==> config.mk <==
export PLATFORM = sky130hd
export DESIGN_NAME = joystick_tx
export DESIGN_NICKNAME = d
export VERILOG_FILES = /design/src/rtl/joystick_tx.sv
export SDC_FILE = /design/constraint.sdc
export NUM_CORES = 1
export LEC_CHECK = 0
export ABC_AREA = 1
export CAP_MARGIN = 20
export CORE_MARGIN = 2
export CORE_UTILIZATION = 35
export DETAILED_ROUTE_END_ITERATION = 7
export GPL_TIMING_DRIVEN = 1
export SYNTH_ARGS = -nofsm -noshare
export SYNTH_HDL_FRONTEND = slang
export SYNTH_SLANG_ARGS = --single-unit
==> constraint.sdc <==
create_clock -name clk_i -period 1.7 [get_ports clk_i]
set_input_delay 0.34 -clock clk_i [delete_from_list [all_inputs] [get_ports clk_i]]
set_output_delay 0.34 -clock clk_i [all_outputs]
set_load 0.005 [all_outputs]
==> src/rtl/joystick_tx.sv <==
// Joystick sample UART transmitter: sends vx_i or vy_i as one 8N1 frame
// on every edge of the asynchronous sel_i request line.
module joystick_tx #(
    parameter int CLK_HZ = 100000000,
    parameter int BAUD   = 9600
) (
    input  logic       clk_i,
    input  logic       rst_i,
    input  logic [7:0] vx_i,
    input  logic [7:0] vy_i,
    input  logic       sel_i,
    output logic       tx_o,
    output logic       busy_o,
    output logic       done_o
);

    localparam int CLKS_PER_BIT = CLK_HZ / BAUD;
    localparam int CNT_W = $clog2(CLKS_PER_BIT);
    localparam logic [CNT_W-1:0] CNT_LAST = CNT_W'(CLKS_PER_BIT - 1);

    typedef enum logic [1:0] {
        IDLE,
        START,
        DATA,
        STOP
    } state_t;

    state_t           state_q, state_d;
    logic [CNT_W-1:0] cnt_q, cnt_d;
    logic [2:0]       idx_q, idx_d;
    logic [7:0]       shreg_q, shreg_d;
    logic             sync1_q, sync2_q, prev_q;
    logic             req_q, req_d;
    logic             req_sel_q, req_sel_d;
    logic             sel_edge;
    logic             bit_end;
    logic             take;

    assign sel_edge = sync2_q ^ prev_q;
    assign bit_end  = (cnt_q == CNT_LAST);

    always_comb begin
        state_d = state_q;
        cnt_d   = cnt_q + 1'b1;
        idx_d   = idx_q;
        shreg_d = shreg_q;
        take    = 1'b0;
        tx_o    = 1'b1;
        busy_o  = 1'b1;
        done_o  = 1'b0;
        unique case (state_q)
            IDLE: begin
                busy_o = 1'b0;
                cnt_d  = '0;
                take   = req_q;
            end
            START: begin
                tx_o = 1'b0;
                if (bit_end) begin
                    cnt_d   = '0;
                    idx_d   = '0;
                    state_d = DATA;
                end
            end
            DATA: begin
                tx_o = shreg_q[0];
                if (bit_end) begin
                    cnt_d   = '0;
                    shreg_d = {1'b0, shreg_q[7:1]};
                    if (idx_q == 3'd7) state_d = STOP;
                    else               idx_d   = idx_q + 3'd1;
                end
            end
            STOP: begin
                if (bit_end) begin
                    done_o  = 1'b1;
                    cnt_d   = '0;
                    take    = req_q;
                    state_d = IDLE;
                end
            end
            default: state_d = IDLE;
        endcase
        // Serving a request starts a frame with no idle gap
        if (take) begin
            state_d = START;
            cnt_d   = '0;
            idx_d   = '0;
            shreg_d = req_sel_q ? vy_i : vx_i;
        end
    end

    // A fresh edge wins over consumption so it is never dropped
    always_comb begin
        req_d     = req_q;
        req_sel_d = req_sel_q;
        if (take) req_d = 1'b0;
        if (sel_edge) begin
            req_d     = 1'b1;
            req_sel_d = sync2_q;
        end
    end

    always_ff @(posedge clk_i or negedge rst_i) begin
        if (!rst_i) begin
            state_q   <= IDLE;
            cnt_q     <= '0;
            idx_q     <= '0;
            shreg_q   <= '0;
            sync1_q   <= 1'b0;
            sync2_q   <= 1'b0;
            prev_q    <= 1'b0;
            req_q     <= 1'b0;
            req_sel_q <= 1'b0;
        end else begin
            state_q   <= state_d;
            cnt_q     <= cnt_d;
            idx_q     <= idx_d;
            shreg_q   <= shreg_d;
            sync1_q   <= sel_i;
            sync2_q   <= sync1_q;
            prev_q    <= sync2_q;
            req_q     <= req_d;
            req_sel_q <= req_sel_d;
        end
    end

endmodule

Yosys cells after proc, flatten, opt, wreduce, memory -nomap -nowiden
Index checks and enable logic that the tools add are counted.

operators by class
  reductions and logical operators = 10
  add/sub/neg operators = 2
  multiplexer cells = 26
  bitwise operators = 1
  equality and inequality tests = 10

operators with widths
  kind                                                                    number
  8-bit two-way mux                                                       4
  14-bit two-way mux                                                      2
  14-bit one-hot mux with 2 select lines                                  1
  3-bit != test (second input constant)                                   5
  14-bit by 1-bit adder with 14-bit output (second input constant)        1
  14-bit equality test (second input constant)                            1
  3-bit two-way mux                                                       4
  2-bit two-way mux                                                       5
  1-bit two-way mux                                                       6
  2-bit one-hot mux with 3 select lines                                   1
  3-bit one-hot mux with 2 select lines                                   1
  2-bit nonzero test                                                      3
  5-bit AND reduction                                                     1
  2-bit equality test (second input constant)                             2
  1-bit one-hot mux with 2 select lines                                   2
  4-bit AND reduction                                                     1
  4-bit nonzero test                                                      1
  3-bit by 1-bit adder with 3-bit output (second input constant)          1
  3-bit equality test (second input constant)                             1
  3-bit nonzero test                                                      1
  3-bit OR reduction                                                      1
  2-bit by 1-bit equality test with 1-bit output (second input constant)  1
  2-bit logical NOT                                                       1
  2-bit AND reduction                                                     1
  1-bit XOR                                                               1

word-level totals
  register bits = 32

Logic depth before layout (Yosys ltp)
Gate-level depths: netlist of the first run.

  depth after elaboration = 5
  depth in mapped cells = 12
  gate-level depth less buffers = 12

Worst setup path after synthesis of the first run
OpenSTA, ideal clock, no wires.

  kind = register to register
  start point = register state_q[0]
  end point = register state_q[0]
  slack = 73 ps
  period minus slack after synthesis = 1627 ps
  data required time = 1581 ps
  data arrival time = 1508 ps
  cell stages (with the launch flop) = 8
  library setup time = 119 ps
  cells stage by stage = dfrtp_1 > inv_1 > ha_1 > or2_2 > o221ai_1 > nand3_2 > nand2_1 > nand2_1

between the ends
  word-level cells in the longest chain between the ends = 4
  elaborated cells between the ends (all ways) = 13
  those cells by class = eq/ne (7); mux (3); reduce/logical (3)

ends and longest elaborated chain
  element                                                                      line  RTL
  from (decl)                                                                  28    state_t state_q, state_d;
  from (signal assigned)                                                       116   state_q <= state_d;
  2-bit equality test / 2-bit logical NOT (equally long branches)              51    unique case (state_q)
  1-bit one-hot mux with 2 select lines                                        51
  3-bit != test (no source line) / 4-bit nonzero test (equally long branches)  -
  5-bit AND reduction (no source line)                                         -

Parallel ways exist; a longest one is shown, timed or not.
A chain may end at the register's enable or synchronous reset.

Worst setup path in the final report of the first run
  start point = register state_q[1]
  end point = output port tx_o

between the ends
  word-level cells in the longest chain between the ends = 2
  elaborated cells between the ends (all ways) = 3
  those cells by class = eq/ne (2); mux (1)

ends and longest elaborated chain
  element                                                                                       line  RTL
  2-bit equality test / 2-bit by 1-bit equality test with 1-bit output (equally long branches)  51
  1-bit one-hot mux with 2 select lines (*)                                                     51
  to (decl)                                                                                     12    output logic tx_o,

Mark *: on every way between the ends. The rest lies on a longest branch, timed or not.

==> flow_metrics.py, run 1 <==
metrics = {
    "drt": {
        "post_drt_wl_per_cell_um": 11.4,
        "vias": 1591,
        "viasPerCell": 4.61,
        "drt_iter0_drc": 67,
        "first_pass_iters": 4,
        "route.detailed.drc": 0,
        "ant_nets": 0,
        "wl_um": 3930,
    },
    "clocking": {
        "numClockSinks": 32,
        "clkSlewWorstSetupHoldPaths_ps": 70,
        "cts-buffers-inserted": 5,
        "clkLatencyLatePin_ps": 280,
        "cts_tree": "done",
        "cts-root-buf": "clkbuf_8",
        "ctsHoldBuffers": 0,
        "cts_buffer_depth": 2,
        "cts_max_level": 2,
    },
    "sta": {
        "fin_crit_ps": 1700,
        "finalMaxSlewViolations": 0,
        "post-route-period-util": 0.998,
        "worst_slack_ps": 3.05,
        "setup_viol": 0,
        "fmax_mhz": 589,
        "clock-skew-final_ps": 5.05,
        "final-hold-violation-count": 0,
        "slew_headroom": 0.697,
        "tightest_slew_ps": 454,
        "fin_tns_setup_ps": 0,
        "rsz0062_at_grt": "yes",
    },
    "run_status": {
        "status": "complete, no violations",
    },
    "synth": {
        "ys_top_cells_by_area": "dfrtp_1 43%, nand2_1 14%, ha_1 5.4%",
        "syn_nets": 246,
        "syn_avg_cell_area_um2": 8.44,
        "ys_ff_latch": 32,
        "ys_seq_area_frac": 0.433,
        "ys_types": 32,
        "ys_warn_count": 0,
        "syn_area_mm2": 0.00185,
        "netlist.area_leader.share": 0.433,
        "synth_top_cell_by_area": "dfrtp_1",
        "netlist_instances": 219,
    },
    "critical_path": {
        "reg2reg_setup_slack_ps": 3,
        "r2r-start": "state_q[0]",
        "start_kind": "flop",
        "crit_family": "flip-flops",
        "cp.arrival_ps": 1360,
        "crit_chain": "buf_6, ha_4, or2_4, nand2_2, buf_2",
        "cpPeakStageDelay_ps": 400,
        "crit_slowest_cell": "dfrtp_1",
        "cp-end-kind": "primary output",
        "crit_type": "reg -> out",
        "worst-path-max-fanout": 3,
        "critical_path_required_ps": 1360,
        "reg2reg_depth": 12,
        "path_buf_inv": 2,
        "reg2reg_to": "idx_q[1]",
    },
    "placed_design": {
        "gp_congestion": 0.779,
        "io_buffers": 21,
        "hpwl_um": 2800,
        "place_inst": 332,
        "place_ws_ps": -120,
    },
    "hold_path": {
        "hp-start": "sync1_q",
        "hold_path_end": "sync2_q",
        "hold_depth": 0,
        "min_path_type": "reg -> reg",
    },
    "floorplanning": {
        "die_h_um": 76.7,
        "rows": 26,
        "die_x_um": 76.7,
        "ios": 22,
        "initial_utilization": 0.362,
        "die_area_mm2": 0.00588,
        "coreArea_mm2": 0.00511,
    },
    "cells_and_area": {
        "layout_commonest_cell": "nand2_1",
        "drive_gt1_frac": 0.287,
        "instances_no_fill": 345,
        "mostFrequentLayoutCells": "64 x nand2_1, 32 x dfrtp_1, 23 x buf_4",
        "diodes": 0,
        "area_delta_synth_final_pct": 38.8,
        "nNetsFinal": 301,
    },
    "global_route": {
        "grt_pass1_vias": 1515,
        "grt_pass1_wl_um": 6820,
        "busiest_layer": "met2",
        "grt_use_met1": 0.187,
        "grt_overflow": 0,
        "grt_antenna_before_repair": 0,
        "grt_max_degree": 33,
        "use_met3": 0.0435,
        "grt_use_met2": 0.239,
        "grt_use_total": 0.146,
    },
    "run": {
        "maxCapViolations": 0,
    },
    "pwr": {
        "power.leakage_nw": 1.22,
        "p_per_area_mw_per_mm2": 1470,
        "irDropWorstVdd_mv": 0.544,
    },
}
metal layers:
layer	share of wire	wire length [µm]
met5	0	0
met1	0.48	1900
met4	0.0074	29
met3	0.033	128
met2	0.48	1880
cells by family (layout without fill, tap and decap cells):
group | after synthesis | after routing | synth area share
AOI/OAI and AO/OA | 19 | 19 | 0.0656
xor gates and xnor gates | 8 | 8 | 0.0379
adders and majority gates | 8 | 8 | 0.0541
buffers and inverters | 28 | 83 | 0.0677
DFF | 32 | 32 | 0.433
muxes | 8 | 8 | 0.0433
and+or+nand+nor | 116 | 117 | 0.298
stage by stage:
step	hold WS, ps	util	instance area [µm²]	power [mW]
final	348	0.502	2570	3.78
after global routing	376	0.502	2570	4.11
after CTS	351	0.486	2480	3.69
after detailed placement	335	0.455	2320	2.86
after global placement	332	0.455	2320	2.83
after floorplan	44.4	-	1850	2.22
registers in the layout, summed over array words and instances, names as in the netlist:
signal and count:
sync1_q 1, sync2_q 1, cnt_q 14, req_sel_q 1, req_q 1, idx_q 3, prev_q 1, state_q 2
shreg_q 8
synthesized netlist by cell type, drive strengths merged:
cell type / instances
nand2: 74
dfrtp: 32
inv: 23
nor2: 14
nor3: 13
o21ai: 12
ha: 8
mux2i: 8
nand3: 7
xor2: 5
nand4: 4
xnor2: 3
a21oi: 2
buf: 2
clkbuf: 2
a21boi: 1
a31oi: 1
and3: 1
clkinv: 1
nor3b: 1
nor4: 1
o21bai: 1
o221ai: 1
o31ai: 1
or2: 1
repair_timing:
action	4_1_cts	5_1_grt
pin swaps	6	6
buffers inserted	2	2
resized for setup	26	18
gates cloned	1	0
endpoints found under the setup margin	14	31
worst register-to-register path, delay by kind of cell, from the launching register on:
kind / cells / cell delay, ps
adders and majority gates: 1 / 190
and+or+nand+nor: 4 / 280
DFF: 1 / 390
AOI/OAI and AO/OA: 1 / 80
buffers and inverters: 6 / 660
report_power, final:
group | switching, mW | internal, mW
Clock | 0.288 | 0.329
Combinational | 1.16 | 0.952
Sequential | 0.114 | 0.936
worst max-delay path by stage:
stage	start	end	slack, ps	cells after the start
6_report	state_q[1]	tx_o	3	5
5_1_grt	cnt_q[9]	idx_q[1]	-110	12
4_1_cts	state_q[1]	tx_o	0.7	5
3_5_place_dp	state_q[0]	tx_o	-120	5
3_3_place_gp	state_q[0]	tx_o	-90	5
2_1_floorplan	state_q[0]	state_q[0]	70	7
final cells by class:
type | instances | area [µm²]
clock inverters | 1 | 7.51
multi-input cells | 160 | 1030
flip-flops and latches | 32 | 801
inverters | 24 | 95.1
clock buffers | 7 | 86.3
well taps | 70 | 87.6
fillers | 519 | 2540
repair buffers | 51 | 455
Power figures use the tool's default switching activity.
==> run 2, diff against run 1 <==
- CORE_UTILIZATION: 35 -> 50
- PLACE_DENSITY: default -> 0.75
==> flow_metrics.py, run 2 (synthesis gave the netlist of run 1 again) <==
metrics = {
    "run_status": {
        "status": "complete, but fails checks",
        "violations": "negative setup slack",
    },
    "cells_and_area": {
        "regMostFlops": "cnt_q",
        "multiInputGateArea_mm2": 0.00117,
        "top_regs": "cnt_q x14, shreg_q x8, idx_q x3",
        "register_area_um2": 801,
        "mostFrequentLayoutCells": "56 x nand2_1, 32 x dfrtp_1, 25 x buf_4",
        "area_delta_synth_final_pct": 48.7,
        "fin_area_mm2": 0.00275,
        "diodes": 0,
        "drive_gt1_frac": 0.340,
        "final.fill_count": 233,
        "largest_reg_flops": 14,
        "layout_commonest_cell": "nand2_1",
        "nNetsFinal": 308,
    },
    "floorplanning": {
        "die_h_um": 64.8,
        "coreArea_mm2": 0.00361,
        "die_x_um": 64.8,
        "die_area_mm2": 0.00420,
        "initial_utilization": 0.513,
        "ios": 22,
        "rows": 22,
    },
    "critical_path": {
        "start_kind": "flop",
        "critical_path_required_ps": 1900,
        "reg2reg_depth": 10,
        "cp.arrival_ps": 1950,
        "cp-end-kind": "flop",
        "worst-path-max-fanout": 4,
        "crit_type": "reg -> reg",
    },
    "placed_design": {
        "placed_area_mm2": 0.00230,
        "gp_congestion": 0.874,
        "hpwl_um": 2800,
        "io_buffers": 21,
    },
    "pwr": {
        "comb_power_share": 0.600,
        "seqPwrFrac": 0.242,
        "swShare": 0.432,
        "net-switching-power_mw": 1.93,
        "irDropWorstVdd_mv": 1.02,
        "power.leakage_nw": 1.29,
        "p_clk_frac": 0.158,
        "p_per_area_mw_per_mm2": 1630,
        "p_int_mw": 2.54,
    },
    "hold_path": {
        "min_path_type": "reg -> reg",
        "hold_depth": 0,
    },
    "clocking": {
        "clkSlewWorstSetupHoldPaths_ps": 70,
        "cts_max_level": 2,
        "cts-buffers-inserted": 5,
        "ctsHoldBuffers": 0,
        "cts_buffer_depth": 2,
        "numClockSinks": 32,
        "cts-root-buf": "clkbuf_8",
        "cts_tree": "done",
        "clkLatencyLatePin_ps": 280,
    },
    "drt": {
        "ant_nets": 0,
        "drt_iter0_drc": 159,
        "viasPerCell": 5.34,
        "vias": 1763,
        "post_drt_wl_per_cell_um": 14.6,
        "route.detailed.drc": 0,
        "first_pass_iters": 4,
        "wl_um": 4820,
    },
    "sta": {
        "fin_crit_ps": 1750,
        "setup_viol": 6,
        "fin_tns_setup_ps": -174,
        "slew_headroom": 0.635,
        "hold-worst-slack_ps": 363,
        "tightest_slew_ps": 547,
        "fmax_mhz": 573,
        "finalMaxSlewViolations": 0,
        "rsz0062_at_grt": "yes",
        "final-hold-violation-count": 0,
        "clock-skew-final_ps": 8.44,
        "worst_slack_ps": -45.5,
        "post-route-period-util": 1.03,
    },
    "run": {
        "maxCapViolations": 0,
    },
    "global_route": {
        "grt_use_total": 0.237,
        "grt_max_degree": 33,
        "grt_pass1_wl_um": 7650,
        "grt_antenna_before_repair": 0,
        "grt_pass1_vias": 1733,
        "grt_overflow": 0,
    },
}
run 2: cell count changes in the layout (fill, tap and decap cells not counted), sizes merged:
cell      before  now
bufinv         0    1
nand2         75   76
clkinv         1    2
clkbuf         8    7
buf           32   38
clkinvlp       1    0
run 2: final cells by class:
cell class                      instances  area share
Inverter                               24      0.0391
Tap cell                               48      0.0218
Timing Repair Buffer                   57       0.182
Sequential cell                        32       0.291
Clock inverter                          2      0.0127
Clock buffer                            6      0.0264
Multi-Input combinational cell        161       0.427
run 2: critical path, stage by stage, from the launching register on:
cell	delay (ps)
dfrtp_1	370
ha_2	220
nand3_4	100
buf_4	180
nor3_4	150
nand2_2	110
nor2_4	140
nand2_1	100
nand2_1	120
o21ai_2	90
nor3_2	100
run 2: power groups by stage:
stage	combinational [mW]	clock [mW]	sequential, mW
global placement	1.74	0	1.05
floorplan	1.19	0	1.03
finish	2.68	0.707	1.08
CTS	2.39	0.714	1.05
global route	2.89	0.747	1.10
detailed placement	1.79	0	1.06
run 2: what timing repair did:
action | CTS | global route
resized for setup | 40 | 39
gates cloned | 3 | 0
setup buffers | 6 | 2
setup endpoints to repair | 15 | 30
pin swaps | 9 | 17
run 2: per-stage QoR:
step | util | total power, mW | worst slack [ps] | std cells
after floorplan | - | 2.22 | 73.3 | 219
after global placement | 0.638 | 2.79 | -94.4 | 312
after detailed placement | 0.638 | 2.85 | -126 | 312
after CTS | 0.723 | 4.15 | -109 | 328
after global routing | 0.763 | 4.73 | -113 | 330
final | 0.763 | 4.47 | -45.5 | 330
run 2: path summary, 6_finish.rpt:
path | from | to | slack [ps]
max in group asynchronous | rst_i | state_q[0] | 940
min in group asynchronous | rst_i | cnt_q[6] | 450
worst min-delay path | sync1_q | sync2_q | 360
worst max-delay path | cnt_q[0] | cnt_q[10] | -50
worst min register to register | sync1_q | sync2_q | 360
worst max register to register | cnt_q[0] | cnt_q[10] | -50
run 2: per-layer routing:
layer	share of wire	global-route usage	vias to the layer above	wire, µm
li1	-	-	832	-
met3	0.057	0.0469	8	275
met2	0.52	0.421	75	2490
met4	0.017	0.0691	0	84
met1	0.41	0.290	848	1980
met5	0	0	-	0
